**src/rtl/fifo_rd_stream_pkg.sv**
```systemverilog
// fifo_rd_stream_pkg: shared state encoding and buffer occupancy width for the FIFO read-side stream.
package fifo_rd_stream_pkg;
    typedef enum logic {STREAM = 1'b0, FLUSH = 1'b1} state_t;
    localparam int OCC_W = 2;
endpackage

```
**src/rtl/fifo_skid_buf.sv**
```systemverilog
// fifo_skid_buf: 2-entry skid buffer with push/pop/clear; head is always the oldest word.
module fifo_skid_buf
    import fifo_rd_stream_pkg::*;
#(
    parameter int datawidth = 8
) (
    input  logic                 clk,
    input  logic                 rst,
    input  logic                 push,
    input  logic                 pop,
    input  logic                 clear,
    input  logic [datawidth-1:0] din,
    output logic [OCC_W-1:0]     occ,
    output logic [datawidth-1:0] head
);
    logic [datawidth-1:0] tail;

    always_ff @(posedge clk) begin
        if (rst) begin
            occ  <= '0;
            head <= '0;
            tail <= '0;
        end else if (clear) begin
            occ <= '0;
        end else if (push && !pop) begin
            if (occ == '0) head <= din;
            else tail <= din;
            occ <= occ + 1'b1;
        end else if (pop && !push) begin
            head <= tail;
            occ  <= occ - 1'b1;
        end else if (push && pop) begin
            head <= (occ == 2'd2) ? tail : din;
            if (occ == 2'd2) tail <= din;
        end
    end
endmodule

```
**src/rtl/fifo_rd_stream.sv**
```systemverilog
// fifo_rd_stream: turns the async FIFO read port into a valid/ready stream with flush and a delivered-word count.
module fifo_rd_stream
    import fifo_rd_stream_pkg::*;
#(
    parameter int datawidth = 8,
    parameter int cnt_width = 16
) (
    input  logic                 clk,
    input  logic                 rst,
    input  logic [datawidth-1:0] rdata,
    input  logic                 rempty,
    output logic                 rinc,
    output logic [datawidth-1:0] m_data,
    output logic                 m_valid,
    input  logic                 m_ready,
    input  logic                 flush,
    output logic                 flush_busy,
    output logic [cnt_width-1:0] word_count
);
    state_t           state, state_nxt;
    logic [OCC_W-1:0] occ;
    logic             push, pop, clear;

    fifo_skid_buf #(.datawidth(datawidth)) u_buf (
        .clk   (clk),
        .rst   (rst),
        .push  (push),
        .pop   (pop),
        .clear (clear),
        .din   (rdata),
        .occ   (occ),
        .head  (m_data)
    );

    always_ff @(posedge clk) begin
        if (rst) begin
            state      <= STREAM;
            word_count <= '0;
        end else begin
            state <= state_nxt;
            if (pop) word_count <= word_count + 1'b1;
        end
    end

    // In FLUSH the FIFO is drained without touching the buffer.
    always_comb begin
        state_nxt = state;
        rinc      = 1'b0;
        clear     = 1'b0;
        if (state == STREAM) begin
            rinc  = !rempty && occ < 2'd2 && !flush;
            clear = flush;
            if (flush) state_nxt = FLUSH;
        end else begin
            rinc = !rempty;
            if (rempty && !flush) state_nxt = STREAM;
        end
        if (rst) rinc = 1'b0;
    end

    assign push       = state == STREAM && rinc;
    assign m_valid    = state == STREAM && occ != '0;
    assign pop        = m_valid && m_ready;
    assign flush_busy = state == FLUSH;
endmodule

```
**config.mk**
```make
export PLATFORM = sky130hd
export DESIGN_NAME = fifo_rd_stream
export DESIGN_NICKNAME = d
export VERILOG_FILES = /design/src/rtl/fifo_rd_stream_pkg.sv /design/src/rtl/fifo_skid_buf.sv /design/src/rtl/fifo_rd_stream.sv
export SDC_FILE = /design/constraint.sdc
export NUM_CORES = 1
export LEC_CHECK = 0
export BUFFER_PORTS_ARGS = -buffer_cell sky130_fd_sc_hd__buf_4
export CAP_MARGIN = 20
export CORE_MARGIN = 4
export CORE_UTILIZATION = 25
export CTS_CLUSTER_SIZE = 30
export DETAILED_ROUTE_END_ITERATION = 16
export SYNTH_ARGS = -nofsm -noshare
export SYNTH_HDL_FRONTEND = slang
export SYNTH_SLANG_ARGS = --single-unit
```
**constraint.sdc**
```tcl
create_clock -name clk -period 4.9 [get_ports clk]
set_clock_uncertainty 0.05 [all_clocks]
set_input_delay 0.245 -clock clk [delete_from_list [all_inputs] [get_ports clk]]
set_output_delay 0.245 -clock clk [all_outputs]
set_load 0.02 [all_outputs]
```
==> impl_metrics.json <==
{
  "status": "finished clean",
  "drive_above_1_share_pct": 28.3,
  "yosysWarnings": 0,
  "remaining_drc_errors": 0,
  "antenna_found_initial": 0,
  "dpl.cell_count": 295,
  "io_pins": 40,
  "end_kind": "flop",
  "cts_tree": "built",
  "tightest_slew_ns": 0.742,
  "layout.nets": 242,
  "cts_root_buf": "clkbuf_8",
  "synth_ff_type": "dfxtp_1",
  "ir_drop_mv": 0.122,
  "crit_required_ns": 5.02,
  "clock-sinks": 35,
  "grt_pass1_vias": 1423,
  "h-tree-depth": 2,
  "ys_seq_area_share_pct": 41.8,
  "setup_tns_ns": 0,
  "dr.pass1.iters": 4,
  "rsz0062_at_grt": "no",
  "instances_no_fill": 303,
  "avgSynthCellArea_um2": 9.07,
  "routedWlPerCell_um": 12.9,
  "avgViaCountPerCell": 4.69,
  "critical_path_arrival_ns": 2.84,
  "clock_path_buffers": 2,
  "vias": 1420,
  "grt_max_degree": 40,
  "synth_cells": 185,
  "holdBufCountCts": 0,
  "hold_viol_final": 0,
  "syn_to_final_growth_pct": 26.8,
  "grt_usage_pct": 9.98,
  "start_kind": "flop",
  "p_leak_nw": 0.898,
  "initial_utilization_pct": 26.1,
  "coreArea_mm2": 0.00642,
  "die_x_um": 89.9,
  "clk_pin_slew_worst_paths_ns": 0.08,
  "fmax_mhz": 367,
  "num_rows": 29,
  "synth-seq-cells": 35,
  "clkLatencyLatePin_ns": 0.28,
  "cts_buffers": 5,
  "gr-total-overflow": 0,
  "cap_violations": 0,
  "wl_um": 3900,
  "syn-num-nets": 202,
  "dieArea_mm2": 0.00809,
  "ctsResizeCount": 0,
  "die_h_um": 89.9,
  "crit_type": "reg2reg",
  "gp_congestion": 0.744,
  "portBuffers": 39,
  "min_path_type": "in2reg",
  "post-route-period-util_pct": 55.6,
  "slew_headroom_pct": 50.5,
  "power.density_mw_per_mm2": 266,
  "yosysUniqueCellTypes": 34,
  "antenna_left": 0,
  "grt_pass1_wl_um": 6690,
  "post_cts_buffers": 0,
  "setup_viol": 0,
  "fillers": 664,
  "finalMaxSlewViolations": 0,
  "n_antenna_cell": 0,
  "async_reset_ff_share_pct": 0,
  "drtIter0Drc": 42,
  "synth_edf_count": 0,
  "path_max_fanout": 8,
  "min_period_ns": 2.73,
  "dp_hpwl_um": 2740,
  "syn_area_mm2": 0.00168
}
-- cell usage after synthesis (3+ instances only) --
cell type   n  area [um^2]
dfxtp_1    35          701
nor2_1     20         75.1
a21oi_1    16         80.1
mux2i_1    16          160
inv_1      14         52.6
xor2_1      9         78.8
a31o_2      8         70.1
nand3_1     7         35.0
nand2_1     6         22.5
nand4_1     6         37.5
clkbuf_1    4         15.0
ha_1        4         50.1
nor3_1      4         20.0
o21ai_0     4         20.0
or3_1       4         25.0
nor2b_1     3         18.8
or4_1       3         22.5
-- logic make-up after synthesis --
kind of cell / synth area share [%]
muxes: 10.9
xor gates and xnor gates: 5.22
buffers and inverters: 4.55
and+or+nand+nor: 20.4
DFF: 41.8
adders and majority gates: 2.98
AOI/OAI and AO/OA: 14.2
-- path summary, 6_finish.rpt --
kind	from	to	slack, ns	cells after the start
worst max-delay path	u_buf.occ[1]	u_buf.tail[5]	2.17	8
worst min register to register	word_count[15]	word_count[15]	0.44	2
worst max register to register	u_buf.occ[1]	u_buf.tail[5]	2.17	8
worst min-delay path	flush	flush_busy	0.15	3
-- report_power, final --
part           internal, mW  switching, mW
Combinational        0.0302         0.0376
Sequential            0.290        0.00462
Clock                0.0972          0.105
Total                 0.418          0.147
-- sequential cells by signal (all words and copies together), names as in the netlist --
| signal | flops |
|---|---|
| u_buf.occ | 2 |
| word_count | 16 |
| flush_busy | 1 |
| u_buf.tail | 8 |
| u_buf.head | 8 |
-- through the flow --
step / power (mW) / utilization, % / cell area [um^2] / hold WS (ns) / worst slack (ns)
floorplan: 0.345 / - / 1680 / 0.312 / 2.40
global placement: 0.370 / 31.8 / 2040 / 0.422 / 2.23
detailed placement: 0.370 / 31.8 / 2040 / 0.423 / 2.17
CTS: 0.577 / 33.1 / 2130 / 0.142 / 2.12
global route: 0.596 / 33.1 / 2130 / 0.142 / 1.98
finish: 0.565 / 33.1 / 2130 / 0.146 / 2.17
-- placed cells by master, fill, tap and decap left out --
cell type and n:
nor2b_1 3, mux2_2 2, or4_1 3, nor2_1 20
dfxtp_1 35, inv_1 14, and4_1 2, mux2i_1 16
a31o_2 8, clkinv_2 3, or2_2 1, nand4_1 6
a21oi_1 16, o21ai_0 4, clkbuf_8 5, buf_4 39
a211oi_1 1, a2111oi_4 1, xor2_1 9, and2b_2 1
nor3_1 4, xnor2_1 1, o21ai_2 1, ha_1 4
nand2b_4 1, and2_1 2, o21ba_2 1, or3_1 4
nand2_1 6, o31ai_1 2, nor2_2 1, nand3b_1 1
and3_1 2, nand3_1 7
-- critical path: stages (launching register included) --
cell	delay (ns)
dfxtp_1	0.35
or2_2	0.31
or4_1	0.44
inv_1	0.10
ha_1	0.22
inv_1	0.11
a2111oi_4	0.69
mux2i_1	0.30
nor2_1	0.05
-- layer usage --
layer | up-vias | track usage, % | share of wire (%) | wire (um)
met5 | - | 0 | 0 | 0
met4 | 0 | 3.44 | 1.4 | 54
met3 | 7 | 4.17 | 6.6 | 257
met2 | 35 | 16.7 | 46 | 1780
met1 | 649 | 11.5 | 46 | 1810
li1 | 729 | - | - | -
-- final cells by class --
cell class              instances  area, um^2  area share (%)
multi-input cells             130         901            42.4
flip-flops and latches         35         701            32.9
repair buffers                 39         293            13.8
well taps                      77        96.3            4.53
clock buffers                   5        68.8            3.24
inverters                      14        52.6            2.47
clock inverters                 3        15.0           0.706
(Power assumes the default switching activity.)
